**src/rtl/textline_render_pkg.sv**
```systemverilog
// Shared graphics definitions: glyph geometry, glyph lookup latency,
// renderer state encoding and the procedural font used by the glyph store.
package textline_render_pkg;

    localparam int GFX_GLYPH_W   = 8;
    localparam int GFX_GLYPH_H   = 16;
    localparam int GFX_GLYPH_LAT = 4;

    typedef enum logic [1:0] {
        ST_IDLE  = 2'd0,
        ST_FETCH = 2'd1,
        ST_DRAIN = 2'd2
    } state_t;

    // Stand-in font: low code point byte, perturbed by the line index and the
    // upper code point bits so every line of every glyph differs.
    function automatic logic [GFX_GLYPH_W-1:0] font_glyph(input logic [20:0] ucp,
                                                          input logic [3:0]  line);
        font_glyph = ucp[7:0] ^ {ucp[11:8] ^ line, 3'b000, ^ucp[20:12]};
    endfunction

endpackage

```
**src/rtl/textline_render_fifo_sync.sv**
```systemverilog
// Synchronous FIFO holding glyph pixel lines between lookup and serializer.
// Reads show the head entry combinationally; rd_en must only be raised when not empty.
module fifo_sync #(
    parameter int W     = 8,
    parameter int DEPTH = 8
) (
    input  logic         clk,
    input  logic         rst_n,
    input  logic         wr_en,
    input  logic [W-1:0] wr_data,
    input  logic         rd_en,
    output logic [W-1:0] rd_data,
    output logic         empty
);
    localparam int PW = (DEPTH > 1) ? $clog2(DEPTH) : 1;
    localparam int CW = $clog2(DEPTH + 1);

    logic [W-1:0]  mem [DEPTH];
    logic [PW-1:0] wr_ptr, rd_ptr;
    logic [CW-1:0] count;

    function automatic logic [PW-1:0] nxt(input logic [PW-1:0] p);
        nxt = (p == PW'(DEPTH - 1)) ? '0 : p + 1'b1;
    endfunction

    always_ff @(posedge clk) begin
        if (wr_en) mem[wr_ptr] <= wr_data;
    end

    always_ff @(posedge clk) begin
        if (!rst_n) begin
            wr_ptr <= '0;
            rd_ptr <= '0;
            count  <= '0;
        end else begin
            if (wr_en) wr_ptr <= nxt(wr_ptr);
            if (rd_en) rd_ptr <= nxt(rd_ptr);
            count <= count + CW'(wr_en) - CW'(rd_en);
        end
    end

    assign rd_data = mem[rd_ptr];
    assign empty   = (count == '0);

endmodule

```
**src/rtl/textline_render.sv**
```systemverilog
// Renders one line of glyph pixels for a run of characters from text memory.
// Stream handshake: a pixel moves when pix_valid && pix_ready; pix/pix_last hold while stalled.
module textline_render
    import textline_render_pkg::*;
#(
    parameter int WIDTH     = GFX_GLYPH_W,
    parameter int HEIGHT    = GFX_GLYPH_H,
    parameter int UCPW      = 21,
    parameter int ADDRW     = 12,
    parameter int CNTW      = 8,
    parameter int GLYPH_LAT = GFX_GLYPH_LAT,
    parameter int BUF_DEPTH = 8
) (
    input  logic                      clk,
    input  logic                      rst_n,
    input  logic                      start,
    input  logic [$clog2(HEIGHT)-1:0] line_id,
    input  logic [ADDRW-1:0]          text_base,
    input  logic [CNTW-1:0]           char_cnt,
    output logic                      busy,
    output logic                      done,
    output logic                      text_re,
    output logic [ADDRW-1:0]          text_addr,
    input  logic [UCPW-1:0]           text_data,
    output logic [UCPW-1:0]           glyph_ucp,
    output logic [$clog2(HEIGHT)-1:0] glyph_line,
    input  logic [WIDTH-1:0]          glyph_pix,
    output logic                      pix,
    output logic                      pix_valid,
    output logic                      pix_last,
    input  logic                      pix_ready,
    output state_t                    dbg_state
);
    localparam int BW = (WIDTH > 1) ? $clog2(WIDTH) : 1;
    localparam int OW = $clog2(BUF_DEPTH + 1);

    state_t           state;
    logic [ADDRW-1:0] rd_addr;
    logic [CNTW-1:0]  cnt_r, rd_cnt, out_cnt;
    logic [OW-1:0]    occ;
    logic [GLYPH_LAT:0] tags;
    logic [WIDTH-1:0] sr, fifo_rd;
    logic [BW-1:0]    bit_idx;
    logic             last_char, fifo_empty, xfer, at_last_bit, pop;

    // occ counts lookups in flight plus lines buffered, so a read is only
    // issued when its returning line is guaranteed a FIFO slot.
    assign text_re     = (state == ST_FETCH) && (occ < OW'(BUF_DEPTH));
    assign text_addr   = rd_addr;
    assign glyph_ucp   = text_data;
    assign xfer        = pix_valid & pix_ready;
    assign at_last_bit = (bit_idx == BW'(WIDTH - 1));
    assign pop         = (!pix_valid || (xfer && at_last_bit)) && !fifo_empty;
    assign pix         = sr[0];
    assign pix_last    = pix_valid && last_char && at_last_bit;
    assign dbg_state   = state;

    fifo_sync #(.W(WIDTH), .DEPTH(BUF_DEPTH)) u_line_buf (
        .clk     (clk),
        .rst_n   (rst_n),
        .wr_en   (tags[GLYPH_LAT]),
        .wr_data (glyph_pix),
        .rd_en   (pop),
        .rd_data (fifo_rd),
        .empty   (fifo_empty)
    );

    always_ff @(posedge clk) begin
        if (!rst_n) begin
            state      <= ST_IDLE;
            busy       <= 1'b0;
            done       <= 1'b0;
            rd_addr    <= '0;
            cnt_r      <= '0;
            rd_cnt     <= '0;
            glyph_line <= '0;
        end else begin
            done <= 1'b0;
            case (state)
                ST_IDLE: if (start) begin
                    rd_addr    <= text_base;
                    cnt_r      <= char_cnt;
                    rd_cnt     <= '0;
                    glyph_line <= line_id;
                    if (char_cnt == '0) begin
                        done <= 1'b1;
                    end else begin
                        state <= ST_FETCH;
                        busy  <= 1'b1;
                    end
                end
                ST_FETCH: if (text_re) begin
                    rd_addr <= rd_addr + 1'b1;
                    rd_cnt  <= rd_cnt + 1'b1;
                    if (rd_cnt == cnt_r - 1'b1) state <= ST_DRAIN;
                end
                ST_DRAIN: if (xfer && pix_last) begin
                    state <= ST_IDLE;
                    busy  <= 1'b0;
                    done  <= 1'b1;
                end
                default: state <= ST_IDLE;
            endcase
        end
    end

    // Lookup tags and the pixel serializer; a new line is loaded on the same
    // edge the previous line's final pixel leaves, so the stream has no bubble.
    always_ff @(posedge clk) begin
        if (!rst_n) begin
            tags      <= '0;
            occ       <= '0;
            out_cnt   <= '0;
            sr        <= '0;
            bit_idx   <= '0;
            pix_valid <= 1'b0;
            last_char <= 1'b0;
        end else begin
            tags <= {tags[GLYPH_LAT-1:0], text_re};
            occ  <= occ + OW'(text_re) - OW'(pop);
            if (state == ST_IDLE && start) out_cnt <= '0;
            if (pop) begin
                sr        <= fifo_rd;
                bit_idx   <= '0;
                pix_valid <= 1'b1;
                last_char <= (out_cnt == cnt_r - 1'b1);
                out_cnt   <= out_cnt + 1'b1;
            end else if (xfer && at_last_bit) begin
                sr        <= '0;
                pix_valid <= 1'b0;
                last_char <= 1'b0;
            end else if (xfer) begin
                sr      <= sr >> 1;
                bit_idx <= bit_idx + 1'b1;
            end
        end
    end

endmodule

```
**config.mk**
```make
export PLATFORM = sky130hd
export DESIGN_NAME = textline_render
export DESIGN_NICKNAME = d
export VERILOG_FILES = /design/src/rtl/textline_render_pkg.sv /design/src/rtl/textline_render_fifo_sync.sv /design/src/rtl/textline_render.sv
export SDC_FILE = /design/constraint.sdc
export NUM_CORES = 1
export LEC_CHECK = 0
export CORE_MARGIN = 5
export CORE_UTILIZATION = 45
export DETAILED_ROUTE_END_ITERATION = 8
export PLACE_DENSITY_LB_ADDON = 0.08
export SLEW_MARGIN = 10
export SYNTH_ARGS = -nofsm -noshare
export SYNTH_HDL_FRONTEND = slang
export SYNTH_SLANG_ARGS = --single-unit
```
**constraint.sdc**
```tcl
create_clock -name clk -period 3.6 [get_ports clk]
set_input_delay 0.72 -clock clk [delete_from_list [all_inputs] [get_ports clk]]
set_output_delay 0.72 -clock clk [all_outputs]
set_load 0.01 [all_outputs]
```
### Word-level counts from Yosys, hierarchy flattened

Memory sizes are Yosys's and may differ from the RTL's. A register that Yosys moved wholly into a read port is not among the register bits.
Index checks and enable logic that the tools add are counted.

| word-level totals | value |
|---|---|
| output and inout bits | 45 |
| RAM bits | 64 |
| memories kept | 1 |
| register bits | 76 |

| cells by class | value |
|---|---|
| equal/unequal tests | 12 |
| magnitude comparators | 1 |
| bitwise logic cells | 3 |
| add/sub/neg operators | 11 |
| muxes and demuxes | 34 |
| reductions and logical operators | 24 |

Memories:

| name | words | width | rd ports | clocked after memory_dff | write ports | RTL line | source |
|---|---|---|---|---|---|---|---|
| u_line_buf.mem | 8 | 8 | 1 | 1 | 1 | textline_render_fifo_sync.sv:18 | `logic [W-1:0] mem [DEPTH];` |

Operator list:

| operator | count |
|---|---|
| $mux 8 | 7 |
| $mux 12 | 2 |
| $pmux 12 s2 | 1 |
| $add 8x1->8 const B | 2 |
| $eq 8x8->1 | 2 |
| $pmux 8 s2 | 1 |
| $add 12x1->12 const B | 1 |
| $mux 3 | 4 |
| $mux 1 | 11 |
| $mux 2 | 5 |
| $add 3x1->3 const B | 3 |
| $eq 3x3->1 const B | 3 |
| $add 4x1->4 | 2 |
| $logic_not 8->1 | 1 |
| $ne 2x2->1 const B | 4 |
| $reduce_bool 2->1 | 4 |
| $sub 4x1->4 | 2 |
| $sub 8x1->8 const B | 1 |
| $logic_and 1x1->1 | 7 |
| $pmux 2 s3 | 1 |
| $reduce_and 5->1 | 1 |
| $logic_not 4->1 | 1 |
| $lt 4x4->1 const B | 1 |
| $pmux 1 s2 | 2 |
| other kinds (13) | 16 |

### Depth between registers and ports, before layout

Gate-level depths: netlist of run 1.

| logic depth | value |
|---|---|
| depth in word-level cells | 6 |
| depth in mapped cells | 12 |

### Hierarchy

A second synthesis of run 1 with hierarchy kept.

| second synthesis, totals | value |
|---|---|
| cells, all modules | 603 |
| area, all modules | 6701.4 µm² |

Modules (own cells, without submodules):

| module | sequential area each (µm²) | cells each | instances | area each (µm²) |
|---|---|---|---|---|
| textline_render | 1321.3 | 439 | 1 | 3575.9 |
| fifo_sync | 2182.1 | 164 | 1 | 3125.5 |

### Least setup slack after synthesis of run 1

Ideal clock, no wire load.

| timing | value |
|---|---|
| path type | register to register |
| start | register u_line_buf.count[2] |
| end | register u_line_buf.count[2] |
| period minus slack after synthesis | 2.560 ns |
| arrival | 2.445 ns |
| buffers on the path | 0 |
| path slack | 1.040 ns |
| setup time | 0.115 ns |
| data required time | 3.485 ns |
| cell stages (with the launch flop) | 13 |
| cell sequence | dfxtp_1 -> inv_1 -> ha_1 -> or3b_2 -> nand2_1 -> inv_1 -> ha_1 -> inv_1 -> ha_1 -> inv_1 -> fa_1 -> xnor2_1 -> and2_1 |

| on the way | value |
|---|---|
| longest elaborated chain between the ends | 4 |
| elaborated cells on any way between the ends | 5 |

RTL lines:

| element | RTL line | source |
|---|---|---|
| start, declared | textline_render_fifo_sync.sv:20 | `logic [CW-1:0] count;` |
| start signal, assigned | textline_render_fifo_sync.sv:38 | `count <= count + CW'(wr_en) - CW'(rd_en);` |
| $logic_not 4->1 | textline_render_fifo_sync.sv:43 | `assign empty = (count == '0);` |
| $logic_not 1->1 | textline_render.sv:53 | `assign pop = (!pix_valid \|\| (xfer && at_last_bit)) && !fifo_empty;` |
| $logic_and 1x1->1 | textline_render.sv:53 |  |
| via pop | textline_render.sv:44 | `logic last_char, fifo_empty, xfer, at_last_bit, pop;` |
| $sub 4x1->4 | textline_render_fifo_sync.sv:38 |  |

The timed path passes the listed nets, and every way through them passes these cells.
A chain may end at the register's enable or synchronous reset.

### Worst setup path after layout of run 1

| timing | value |
|---|---|
| start | register state[0], in the netlist dbg_state[0] |
| end | output port text_re |

| on the way | value |
|---|---|
| longest elaborated chain between the ends | 2 |

RTL lines:

| element | RTL line | source |
|---|---|---|
| start, declared | textline_render.sv:37 | `state_t state;` |
| start signal, assigned | textline_render.sv:70 | `state <= ST_IDLE;` |
| start signal, assigned | textline_render.sv:88 | `state <= ST_FETCH;` |
| start signal, assigned | textline_render.sv:95 | `if (rd_cnt == cnt_r - 1'b1) state <= ST_DRAIN;` |
| $eq 2x1->1 | textline_render.sv:48 | `assign text_re = (state == ST_FETCH) && (occ < OW'(BUF_DEPTH));` |
| $logic_and 1x1->1 | textline_render.sv:48 |  |
| end, declared | textline_render.sv:22 | `output logic text_re,` |

Every way passes these cells.

==> results of run 1 <==
-- layer usage --
layer  vias up  wire length (um)  global-route usage
met4         0               227              0.0581
met3        23               575              0.0472
met5         -                 0                   0
li1       2205                 -                   -
met1      2097              5870               0.200
met2        84              6920               0.289
-- how the worst max path moves through the flow --
stage | start | to
finish | dbg_state[0] | text_re
global route | dbg_state[0] | text_re
CTS | dbg_state[0] | text_re
detailed placement | pix_ready | occ[2]
global placement | pix_ready | occ[2]
floorplan | u_line_buf.count[2] | u_line_buf.count[2]
-- cells in the mapped netlist (all sizes together) (2+ instances only) --
master / count
inv: 21
ha: 19
o21ai: 30
nand2: 50
a21o: 2
buf: 32
dfxtp: 79
and3: 9
and2: 14
nor2b: 8
edfxtp: 64
nand3: 18
nor3b: 5
or4: 2
or3: 2
mux4: 16
a21boi: 2
a21oi: 55
nor4: 2
xor2: 16
nand2b: 4
nand4: 4
clkbuf: 14
or3b: 2
fa: 2
nor2: 58
a22oi: 3
nand3b: 2
o22ai: 5
mux2i: 13
a31oi: 3
xnor2: 15
nor3: 9
a211oi: 4
a2111oi: 2
-- where the power goes --
part / internal (W) / switching, W / total [W]
Clock: 0.00102 / 0.000673 / 0.00170
Combinational: 0.000607 / 0.000624 / 0.00123
Sequential: 0.00184 / 0.000146 / 0.00199
Total: 0.00348 / 0.00144 / 0.00492
-- logic make-up (layout without fill, tap and decap cells) --
kind of cell	count (synthesis)	count (layout)	share of synthesized area
XOR/XNOR	31	31	0.0426
flip-flops	143	143	0.535
AND/OR/NAND/NOR	190	190	0.143
buffers and inverters	67	121	0.0544
multiplexers	30	30	0.0766
adder cells (fa/ha/maj)	21	21	0.0424
AO/OA/AOI/OAI	117	117	0.106
-- worst max-delay path, stage by stage, from the launching register on --
cell and delay [ns]:
sky130_fd_sc_hd__dfxtp_1 0.51, sky130_fd_sc_hd__nand2b_1 0.10, sky130_fd_sc_hd__buf_4 0.22, sky130_fd_sc_hd__nor2_1 0.21, sky130_fd_sc_hd__clkdlybuf4s50_1 0.58
-- final cells by class --
cell class                 count  share of cell area
inverter                      21              0.0102
multi-input combinational    389               0.348
timing repair buffer          68              0.0851
clock buffer                  20              0.0565
sequential                   143               0.453
tap                          184              0.0298
clock inverter                12              0.0176
-- metrics by stage --
step                area (um2)  std cells  hold slack (ns)   util  total power (W)
floorplan                 6550        599            0.412      -          0.00295
global placement          7160        805            0.418  0.497          0.00324
detailed placement        7160        805            0.431  0.497          0.00327
CTS                       7730        837            0.443  0.536          0.00498
global route              7730        837            0.457  0.536          0.00524
finish                    7730        837            0.440  0.536          0.00492
-- flip-flops by register name, indices dropped and copies added (netlist names), 2 cells and up, named ones only --
register           count
rd_cnt                 8
cnt_r                  8
bit_idx                3
out_cnt                8
glyph_line             4
u_line_buf.wr_ptr      3
u_line_buf.mem        64
sr                     8
text_addr             12
tags                   5
occ                    4
u_line_buf.rd_ptr      3
u_line_buf.count       4
dbg_state              2
==> results.txt, run 1 <==
- Count of instances resized after the clock tree is built: 0
- Cell accounting for the most synthesized area: sky130_fd_sc_hd__edfxtp_1
- The H-tree generated during clock tree synthesis spans 4 levels.
* Post-place setup slack: 0.561 ns
* Hold path startpoint: tags[0]
- Power per unit of standard cell area: 636 nW/um2
- Yosys warning total: 0
- Largest cells by area after synthesis: sky130_fd_sc_hd__edfxtp_1 29%, sky130_fd_sc_hd__dfxtp_1 24%, sky130_fd_sc_hd__mux4_2 5.5%
- Synth top area share: 0.293
* Skew final: 0.00483 ns
* Remaining Overflow, GRT: 0
- Area growth syn-to-layout: 18.1%
* Starting density of the core: 0.454
* Die width: 131 um
- Maximum number of pins on one net before global-route repair: 32
- The final count of hold timing violations was 0.
- A synthesized cell averages 10.9 um2.
* Count of buffers inserted at the top-level ports: 59
- In this run the deepest clock path goes through 2 buffers.
* DR vias/cell: 5.27
- Clock latency on the worst-skew pair, taken at its later pin, is 0.41 ns.
- In the synthesized netlist the dominant register cell turns out to be sky130_fd_sc_hd__dfxtp_1.
- The HPWL after detailed placement is 9440 um.
- Number of flops mapped to enable cells by yosys: 64
* Portion of the post-synthesis area used by sequential elements: 0.535
* Required time at the endpoint of the critical path: 2.88 ns
- Total inserted antenna cells: 0
* Vertical die dimension: 131 um
* Wire length of the first global-routing pass: 22000 um
- Max-cap violations in this run came to 0.
* Fmax: 364 MHz
- TritonCTS built the clock tree.
- Post-CTS clock slew at the launch and capture registers of the worst setup and hold paths: 0.06 ns
* Seq cells post-synth: 143
- Number of endpoints failing setup at the final stage: 0
* CP Max Fanout: 23
- Router iterations before antenna repair: 5
- In the layout the commonest cells are 79 x sky130_fd_sc_hd__dfxtp_1, 64 x sky130_fd_sc_hd__edfxtp_1, 59 x sky130_fd_sc_hd__clkdlybuf4s50_1.
* Total wirelength of the detailed-routed design: 13600 um
- Initial detailed-routing violation count: 230
- In this run the clock root is driven by a sky130_fd_sc_hd__clkbuf_16.
- The path with the worst hold slack has its endpoint at tags[1].
- By startpoint and endpoint, the worst setup path is classified as flop to output pin.
- In this run the critical register-to-register path is launched from u_line_buf.count[2].
- Std-Cell Rows: 44
- Routability-driven placement finished with a final weighted congestion of 0.796.
* Die area: 17100 um2
- Post-route minimum period: 2.75 ns
- Counting every net in the synthesized netlist gives 677.
- Post-CTS setup-driven buffer insertion count: 0
- Worst min path class: flop to flop
- Cts hold-fix bufs: 0
- Wire per inst: 16.2 um
- Counting flops with an async set or reset pin after synthesis yields a share of 0.
* Antenna viol nets, final: 0
- The number of antenna violations at the first check in global routing was 0.
- Leaving out fill and tap cells, the most frequent cell in the layout is sky130_fd_sc_hd__dfxtp_1.
* Nets@finish: 718
- The run finished with clean final reports.
- Along the worst hold path, the cell count comes to 1.
- Synthesis produced 599 cells.
- Setup repair after global routing left no endpoint under its margin.
* IO Count: 102
* Sum of negative setup slack: 0 ns
* Signal arrival time at the worst endpoint: 2.03 ns
- Element type at the critical path end: output pin
- At the pin with the least slew margin, the transition time is 1.08 ns.
* Via count of the first global-routing pass: 4472
* Final worst-path cycle share: 0.763
- Count of unresolved DRC violations after routing: 0
- The number of cells on the worst reg-to-reg path is 12.
* Static Leak: 2.77 nW
- The detailed router placed 4409 vias in this run.
* R2R setup slack: 0.99 ns
- The clock drives 143 sinks.
- Count of different cell masters after synthesis: 61
- The synthesized netlist occupies a cell area of 6550 um2.
- The multi-input combinational cells in the finished layout cover a total of 2690 um2.
- The worst register-to-register path ends at u_line_buf.count[2].
- Setup slack closes at 0.854 ns.
- The floorplan step defined a core boundary enclosing 14400 um2.
- Across the VDD grid, the largest voltage drop is 0.638 mV.
* Total CTS buffers: 17
* Footprint of the flip-flops and latches: 3500 um2
- STA classifies the critical path startpoint as a flop.
* Global routing usage summed across all routing layers: 0.167
- Fraction of final layout cells with drive strength greater than 1: 0.104
* Total of fill cells in the finished design: 1312
- The final-report max-slew violation count is 0.
- Headroom to the max-slew limit came out at 0.279.
No activity file was read; power rests on OpenSTA's default activity.
==> run 2: changes to the inputs <==
- clock period: 3.6 -> 2.9 ns (I/O delays scaled with it)
==> results.txt, run 2 (same netlist as run 1, synthesis figures left out) <==
- Total wirelength of the detailed-routed design: 13700 um (+0.59%)
* Endpoint with the worst hold slack: tags[2]
- The TritonCTS sink count was 143 (unchanged).
- After layout, the minimum clock period comes to 2.64 ns.
- Max-cap violations: 0 (unchanged)
* Element type at the critical path end: output pin
- Worst min path class: flop to flop
- DR vias/cell: 5.35 (+1.6%)
* Number of endpoints failing setup at the final stage: 0 (unchanged)
- Final worst-path cycle share: 0.909
* FF-to-FF path depth: 12 (unchanged)
* Post-Route Utilization: 0.542 (+0.00607)
* Design area: 7820 um2 (+1.1%)
- Wire per inst: 16.2 um (-0.48%)
- Post-CTS clock slew at the launch and capture registers of the worst setup and hold paths: 0.06 ns (about the same)
* Total CTS buffers: 17 (unchanged)
- The final antenna diode count was 0 (unchanged).
- Count of unresolved DRC violations after routing: 0 (unchanged)
- Critical path start-end classification: flop to output pin
* Max FFs per register: 64 (unchanged)
- Clock latency of the later-clocked register in the worst-skew pair: 0.42 ns (about the same)
- Based on the critical path, the design can be clocked at up to 379 MHz.
- The number of global-route vias before repair was 4419 (-1.2%).
- Actual slew at the worst max-slew pin: 0.957 ns (-0.122 ns)
- The total number of H-tree levels came to 4 (unchanged).
- Power per unit of standard cell area: 785 nW/um2 (+23%)
- Final Hold Fails: 0 (unchanged)
- The final-report max-slew violation count is 0 (unchanged).
- Most used cells in the layout excluding fill and tap cells: 79 x sky130_fd_sc_hd__dfxtp_1, 64 x sky130_fd_sc_hd__edfxtp_1, 59 x sky130_fd_sc_hd__clkdlybuf4s50_1
- Cts hold-fix bufs: 0 (unchanged)
* Footprint of the flip-flops and latches: 3500 um2 (unchanged)
* Number of antenna violations at the first check in global routing: 0 (unchanged)
* Maximum count of clock buffers along a single path: 2 (unchanged)
- The fraction of layout cells with a size suffix above 1 is 0.122 (+0.0182).
- Sum of negative setup slack: 0 ns (unchanged)
- Outcome: completed
- u_line_buf.mem holds more flip-flops than any other register.
* Wire length of the first global-routing pass: 22300 um (+1.3%)
- Multi-input gate area: 2700 um2 (+0.37%)
- Static Leak: 2.84 nW (+2.4%)
- The fill cell total of the finished layout was 1286 (-2.0%).
- Count of buffers inserted at the top-level ports: 59 (unchanged)
* Hold path startpoint: tags[1]
* Destination of the worst register-to-register timing path: occ[2]
- The post-DP HPWL was 9590 um (+1.6%).
* CTS tree: done
* Die width: 131 um (unchanged)
- Cell at the root of the clock tree: sky130_fd_sc_hd__clkbuf_16
* Router iterations before antenna repair: 5 (unchanged)
* Global routing usage summed across all routing layers: 0.170 (+0.00269)
- Leaving out fill and tap cells, the most frequent cell in the layout is sky130_fd_sc_hd__dfxtp_1.
* Remaining Overflow, GRT: 0 (unchanged)
- Std-Cell Rows: 44 (unchanged)
- Skew final: 0.00610 ns (+0.00127 ns)
- Count of instances resized after the clock tree is built: 0 (unchanged)
- Signal arrival time at the worst endpoint: 2.06 ns (+0.03 ns)
- Startpoint type of the worst setup path: flop
* Core area: 14400 um2 (unchanged)
* Maximum number of pins on one net before global-route repair: 28 (-13%)
* Total number of vias: 4529 (+2.7%)
- GP Congestion: 0.857 (+7.7%)
- Post-CTS setup-driven buffer insertion count: 0 (unchanged)
* CP Max Fanout: 9 (-61%)
- Worst reg2reg path startpoint: u_line_buf.count[2]
* Nets@finish: 727 (+1.3%)
- Starting density of the core: 0.454 (unchanged)
- The final antenna-violating net count is 0 (unchanged).
- The required time reported for the critical path endpoint was 2.32 ns (-0.56 ns).
* IO Count: 102 (unchanged)
- RSZ-0062 raised after global routing: false
* Initial detailed-routing violation count: 273 (+19%)
- The count of cells along the worst hold path was 1 (unchanged).
* R2R setup slack: 0.37 ns (-0.62 ns)
- The full die area is 17100 um2 (unchanged).
* Worst slew slack as a fraction of its limit: 0.359 (+0.0804)
- The cell area reported after detailed placement was 7240 um2 (+1.1%).
- Vertical die dimension: 131 um (unchanged)
- The worst vdd rail ir drop is 0.472 mV (-26%).
- The area growth from synthesis to layout is 19.4%.
run 2: through the flow:
stage / instances / worst slack (ns) / power, W / hold slack (ns)
finish: 846 / 0.263 / 0.00614 / 0.435
global route: 846 / 0.128 / 0.00654 / 0.455
CTS: 846 / 0.199 / 0.00625 / 0.442
detailed placement: 814 / 0.137 / 0.00408 / 0.419
global placement: 814 / 0.170 / 0.00404 / 0.424
floorplan: 599 / 0.340 / 0.00366 / 0.412
run 2: per-layer routing:
| layer | track usage | part of all wire |
|---|---|---|
| met4 | 0.0635 | 0.017 |
| met5 | 0 | 0 |
| met2 | 0.292 | 0.51 |
| met3 | 0.0472 | 0.044 |
| met1 | 0.203 | 0.43 |
run 2: worst max path at each step:
stage               slack (ns)  cells past startpoint           startpoint                  end
finish                    0.26                      3         dbg_state[0]              text_re
CTS                       0.20                      3         dbg_state[0]              text_re
detailed placement        0.14                     11            pix_ready               occ[2]
global route              0.13                      3         dbg_state[0]              text_re
global placement          0.17                     11            pix_ready  u_line_buf.count[2]
floorplan                 0.34                     12  u_line_buf.count[2]  u_line_buf.count[2]
run 2: worst max-delay path, cell delays in order, from the launching register on:
cell	delay [ns]
sky130_fd_sc_hd__dfxtp_1	0.51
sky130_fd_sc_hd__nand2b_1	0.12
sky130_fd_sc_hd__nor2_1	0.39
sky130_fd_sc_hd__clkdlybuf4s50_1	0.63
run 2: final cells by class:
class                      instances  share of cell area
sequential                       143               0.448
multi-input combinational        389               0.345
timing repair buffer              77              0.0928
clock buffer                      18              0.0549
tap                              184              0.0294
clock inverter                    14              0.0197
inverter                          21              0.0101
run 2: report_power, final:
part | total (W) | switching (W) | internal [W]
clock network | 0.00213 | 0.000854 | 0.00128
logic | 0.00154 | 0.000776 | 0.000764
registers | 0.00247 | 0.000182 | 0.00229
total | 0.00614 | 0.00181 | 0.00433
==> run 3: changes to the inputs <==
- SKIP_LAST_GASP: not set -> 1
- SLEW_MARGIN: 10 -> 20
==> results of run 3 <==
The final DEF is identical to that of run 2; final timing and power are the same.
